--- src/rtl/washer_phase_timer.sv ---
// Washer phase timer: times each wash phase from the registered washer state,
// drives the actuators and returns a one-cycle phase-done pulse on 'control'.
module washer_phase_timer #(
  parameter int CNT_W     = 16,
  parameter int FILL_CYC  = 8,
  parameter int WASH_CYC  = 20,
  parameter int DRAIN_CYC = 6,
  parameter int RINSE_CYC = 12,
  parameter int SPIN_CYC  = 10
) (
  input  logic             clk,
  input  logic             rst,
  input  logic [2:0]       state,
  input  logic             door_open,
  output logic             control,
  output logic             water_valve,
  output logic             motor,
  output logic             motor_fast,
  output logic             pump,
  output logic             door_lock,
  output logic             paused,
  output logic             fault,
  output logic [CNT_W-1:0] time_left
);

  typedef enum logic [2:0] {
    S_IDLE  = 3'd0,
    S_FILL  = 3'd1,
    S_WASH  = 3'd2,
    S_DRAIN = 3'd3,
    S_RINSE = 3'd4,
    S_SPIN  = 3'd5,
    S_DONE  = 3'd6,
    S_ILL   = 3'd7
  } wstate_e;

  localparam logic [CNT_W-1:0] FILL_LD  = CNT_W'(FILL_CYC  - 1);
  localparam logic [CNT_W-1:0] WASH_LD  = CNT_W'(WASH_CYC  - 1);
  localparam logic [CNT_W-1:0] DRAIN_LD = CNT_W'(DRAIN_CYC - 1);
  localparam logic [CNT_W-1:0] RINSE_LD = CNT_W'(RINSE_CYC - 1);
  localparam logic [CNT_W-1:0] SPIN_LD  = CNT_W'(SPIN_CYC  - 1);

  // Load value on phase entry: the pulse then lands exactly DUR edges later.
  function automatic logic [CNT_W-1:0] reload(input wstate_e s);
    logic [CNT_W-1:0] v;
    v = '0;
    case (s)
      S_FILL:  v = FILL_LD;
      S_WASH:  v = WASH_LD;
      S_DRAIN: v = DRAIN_LD;
      S_RINSE: v = RINSE_LD;
      S_SPIN:  v = SPIN_LD;
      default: v = '0;
    endcase
    return v;
  endfunction

  wstate_e          st;
  logic             timed;

  wstate_e          prev_q, prev_d;
  logic [CNT_W-1:0] cnt_q, cnt_d;
  logic             fired_q, fired_d;
  logic             fault_q, fault_d;
  logic             control_q, control_d;
  logic             valve_q, valve_d;
  logic             motor_q, motor_d;
  logic             fast_q, fast_d;
  logic             pump_q, pump_d;
  logic             lock_q, lock_d;
  logic             paused_q, paused_d;

  assign st    = wstate_e'(state);
  assign timed = (st == S_FILL) || (st == S_WASH) || (st == S_DRAIN) ||
                 (st == S_RINSE) || (st == S_SPIN);

  always_comb begin
    prev_d    = prev_q;
    cnt_d     = cnt_q;
    fired_d   = fired_q;
    fault_d   = fault_q;
    control_d = 1'b0;
    valve_d   = 1'b0;
    motor_d   = 1'b0;
    fast_d    = 1'b0;
    pump_d    = 1'b0;
    lock_d    = 1'b0;
    paused_d  = 1'b0;

    if (st == S_ILL) begin
      fault_d = 1'b1;
      cnt_d   = '0;
      fired_d = 1'b0;
      prev_d  = st;
    end else if (!timed) begin
      cnt_d   = '0;
      fired_d = 1'b0;
      prev_d  = st;
    end else begin
      lock_d   = 1'b1;
      paused_d = door_open;
      // Entry takes priority over both the pause hold and a due pulse.
      if (st != prev_q) begin
        cnt_d   = reload(st);
        fired_d = 1'b0;
        prev_d  = st;
      end else if (door_open) begin
        cnt_d   = cnt_q;
      end else if (cnt_q != '0) begin
        cnt_d   = cnt_q - CNT_W'(1);
      end else if (!fired_q) begin
        control_d = 1'b1;
        fired_d   = 1'b1;
      end

      if (!door_open) begin
        case (st)
          S_FILL:  valve_d = 1'b1;
          S_WASH:  motor_d = 1'b1;
          S_DRAIN: pump_d  = 1'b1;
          S_RINSE: begin
            valve_d = 1'b1;
            motor_d = 1'b1;
          end
          S_SPIN: begin
            motor_d = 1'b1;
            fast_d  = 1'b1;
            pump_d  = 1'b1;
          end
          default: ;
        endcase
      end
    end
  end

  always_ff @(posedge clk or posedge rst) begin
    if (rst) begin
      prev_q    <= S_IDLE;
      cnt_q     <= '0;
      fired_q   <= 1'b0;
      fault_q   <= 1'b0;
      control_q <= 1'b0;
      valve_q   <= 1'b0;
      motor_q   <= 1'b0;
      fast_q    <= 1'b0;
      pump_q    <= 1'b0;
      lock_q    <= 1'b0;
      paused_q  <= 1'b0;
    end else begin
      prev_q    <= prev_d;
      cnt_q     <= cnt_d;
      fired_q   <= fired_d;
      fault_q   <= fault_d;
      control_q <= control_d;
      valve_q   <= valve_d;
      motor_q   <= motor_d;
      fast_q    <= fast_d;
      pump_q    <= pump_d;
      lock_q    <= lock_d;
      paused_q  <= paused_d;
    end
  end

  assign control     = control_q;
  assign water_valve = valve_q;
  assign motor       = motor_q;
  assign motor_fast  = fast_q;
  assign pump        = pump_q;
  assign door_lock   = lock_q;
  assign paused      = paused_q;
  assign fault       = fault_q;
  assign time_left   = cnt_q;

endmodule

--- config.mk ---
export PLATFORM = sky130hd
export DESIGN_NAME = washer_phase_timer
export DESIGN_NICKNAME = d
export VERILOG_FILES = /design/src/rtl/washer_phase_timer.sv
export SDC_FILE = /design/constraint.sdc
export NUM_CORES = 1
export LEC_CHECK = 0
export CAP_MARGIN = 5
export CORE_ASPECT_RATIO = 0.7
export CORE_UTILIZATION = 53
export DETAILED_ROUTE_END_ITERATION = 8
export PLACE_DENSITY = 0.82
export SLEW_MARGIN = 10
export SYNTH_ARGS = -nofsm -noshare
export SYNTH_HDL_FRONTEND = slang
export SYNTH_SLANG_ARGS = --single-unit
--- constraint.sdc ---
create_clock -name clk -period 5.6 [get_ports clk]
set_clock_uncertainty 0.05 [all_clocks]
set_input_delay 1.68 -clock clk [delete_from_list [all_inputs] [get_ports clk]]
set_output_delay 1.68 -clock clk [all_outputs]
set_load 0.05 [all_outputs]
==> flow_summary.json <==
{
  "multi_input_area_um2": 743.2,
  "drt_iter0_drc": 69,
  "final_layout_size_suffix_gt1_frac": 0.07104,
  "cts_tree": "done",
  "clock_path_buffers": 2,
  "antenna_found_initial": 0,
  "synth.area.top_cells": "dfrtp_1 (47%), nor2_1 (5.0%), xnor2_1 (4.1%), nand2_1 (3.2%), xor2_1 (2.9%)",
  "grt_start_max_net_pins": 29,
  "min_period_ps": 3654,
  "cts.clk_slew.worst_paths_ps": 100,
  "first_pass_iters": 4,
  "wirelength_mm": 3.323,
  "utilization": 0.7275,
  "drt.antenna.violating_nets": 0,
  "cp-end-kind": "flop",
  "p_leak_uw": 0.0008018,
  "clkLatencyLatePin_ps": 280,
  "via_per_inst": 5.806,
  "diodes": 0,
  "synth-simple-area-share": 0.2862,
  "dieArea_um2": 3058,
  "fmax_mhz": 273.6,
  "syn_nets": 167,
  "irDropWorstVdd_v": 0.0001666,
  "netlist_area_um2": 1504,
  "place_congestion": 0.8776,
  "hp-class": "flop to flop",
  "power_density_nw_per_um2": 270.1,
  "areaGrowthSynthToFinish_pct": 24.38,
  "fillerInstances": 195,
  "synth.mux.area_fraction": 0.01331,
  "synth_top_family_by_area": "simple AND/OR/NAND/NOR gates",
  "rsz0062_at_grt": "no",
  "setup_violations": 0,
  "cts_sinks": 28,
  "synth_top_area_share": 0.4659,
  "port-buffer-count": 29,
  "grt_pass1_wl_mm": 5.423,
  "core_area_um2": 2571,
  "synth_cell_types": 43,
  "grtUsageTotal": 0.2430,
  "wl_per_cell_um": 15.31,
  "postCtsHoldBufs": 0,
  "ff_latch_area_um2": 700.7,
  "crit_fanout": 13,
  "cts_setup_buffers": 0,
  "synth_edf_count": 0,
  "post_cts_resized": 0,
  "root_buffer": "clkbuf_8",
  "die_w_um": 65.67,
  "vias": 1260,
  "fin_tns_setup_ps": 0,
  "rrSetupSlack_ps": 3330,
  "grt_pass1_vias": 1145,
  "die_height_um": 46.57,
  "initial_core_util": 0.5849,
  "max-slew-margin-rel": 0.3192,
  "io-pin-count": 30,
  "gr-total-overflow": 0,
  "yosys.area_share.adder": 0.01664,
  "hold_viol_final": 0,
  "ys_seq_elements": 28,
  "cts_max_level": 1,
  "cts_buffers": 3,
  "cp.required_ps": 5720,
  "synth_xor_area_frac": 0.06988,
  "ys.flop_type": "dfrtp_1",
  "drv_cap": 0,
  "timing.hold.ws_ps": 407.0,
  "status": "completed",
  "yosysTopAreaCell": "dfrtp_1",
  "path_class": "input port to flop",
  "slew_violations": 0,
  "layout.nets": 192,
  "rows": 15,
  "arrival_ps": 3770,
  "worst_pin_slew_ps": 1020,
  "syn_inst": 159,
  "startpoint_type": "input port",
  "dp_hpwl_mm": 2.366,
  "drc": 0,
  "yosys_warnings": 0,
  "synth-compound-area-share": 0.1082,
  "async_reset_ff_frac": 1.000,
  "min_period_over_period": 0.6526,
  "syn_area_per_cell_um2": 9.459,
  "yosysSeqAreaShare": 0.4659
}
[path summary, 6_finish.rpt]
check                          endpoint          start  depth (start not counted)
setup / recovery           time_left[3]       state[2]                          6
hold / removal                  control        fired_q                          1
setup reg to reg           time_left[3]  time_left[13]                          5
hold reg to reg                 control        fired_q                          1
max in group asynchronous  time_left[3]            rst                          2
min in group asynchronous    motor_fast            rst                          2
[stage by stage]
stage / setup slack [ps] / cell area, um2 / instances / total power, uW
6_report: 1946 / 1871 / 217 / 505.3
5_1_grt: 1855 / 1871 / 217 / 527.3
4_1_cts: 1978 / 1871 / 217 / 504.2
3_5_place_dp: 1710 / 1799 / 213 / 347.1
3_3_place_gp: 1751 / 1799 / 213 / 345.1
2_1_floorplan: 2533 / 1504 / 159 / 314.3
[worst max-delay path, cell delays in order]
cell and delay, ps:
clkdlybuf4s50_1 740, nand3_1 240, nand2_1 150, o21ai_0 170, or4_2 570, a32o_1 230
[where the power goes]
part | internal (uW) | leakage [uW] | switching (uW)
registers | 210 | 0.000368 | 8.91
clock network | 95.9 | 0.0000357 | 63.5
logic | 45.9 | 0.000398 | 80.8
[registers in the layout, indices dropped and copies added, names as in the netlist]
register     flops
control          1
door_lock        1
fault            1
fired_q          1
motor            1
motor_fast       1
paused           1
prev_q           3
pump             1
time_left       16
water_valve      1
[layer usage]
metal	GRT usage	wire, um	up-vias
met2	0.4020	1520	51
met5	0	0	-
li1	-	-	613
met4	0.04348	18	0
met1	0.3313	1532	589
met3	0.05693	251	7
[cells in the mapped netlist, types with 2 or more instances]
cell / instances
dfrtp_1: 28
mux2i_1: 2
nor2_1: 20
ha_1: 2
nand4b_1: 2
a21oi_1: 6
nor4bb_1: 2
and2_2: 2
nand2b_1: 3
and2_1: 3
and3_1: 2
or4_1: 2
xor2_1: 5
o211a_1: 2
nand4_1: 3
o21ai_0: 6
nor3_1: 5
xnor2_1: 7
clkbuf_1: 6
nand3_1: 4
nand2_1: 13
or3_1: 2
buf_2: 3
a2bb2oi_1: 2
nor4_1: 4
inv_1: 6
[cells by family (layout without fill, tap and decap cells)]
kind of cell	count (synthesis)	after routing
buf+inv	15	39
simple gates	76	76
compound gates	24	24
mux	2	2
fa+ha+maj	2	2
xor+xnor	12	12
flops	28	28
[final cells by class]
type                            instances  share of cell area
Tap cell                               34             0.02274
Clock buffer                            3             0.02207
Sequential cell                        28              0.3746
Inverter                                6             0.01204
Clock inverter                          1             0.01605
Multi-Input combinational cell        116              0.3973
Timing Repair Buffer                   29              0.1552
[placed cells by master (no fill, tap or decap), types with 2 or more instances in the layout]
master	n
clkdlybuf4s50_1	29
dfrtp_1	28
nor2_1	20
nand2_1	13
xnor2_1	7
o21ai_0	6
inv_1	6
a21oi_1	6
nor3_1	5
xor2_1	5
nor4_1	4
nand3_1	4
nand4_1	3
and2_1	3
nand2b_1	3
clkbuf_8	3
and2_2	2
nor4bb_1	2
or4_1	2
nand4b_1	2
and3_1	2
or3_1	2
a2bb2oi_1	2
o211a_1	2
mux2i_1	2
ha_1	2
(Power assumes the default switching activity.)
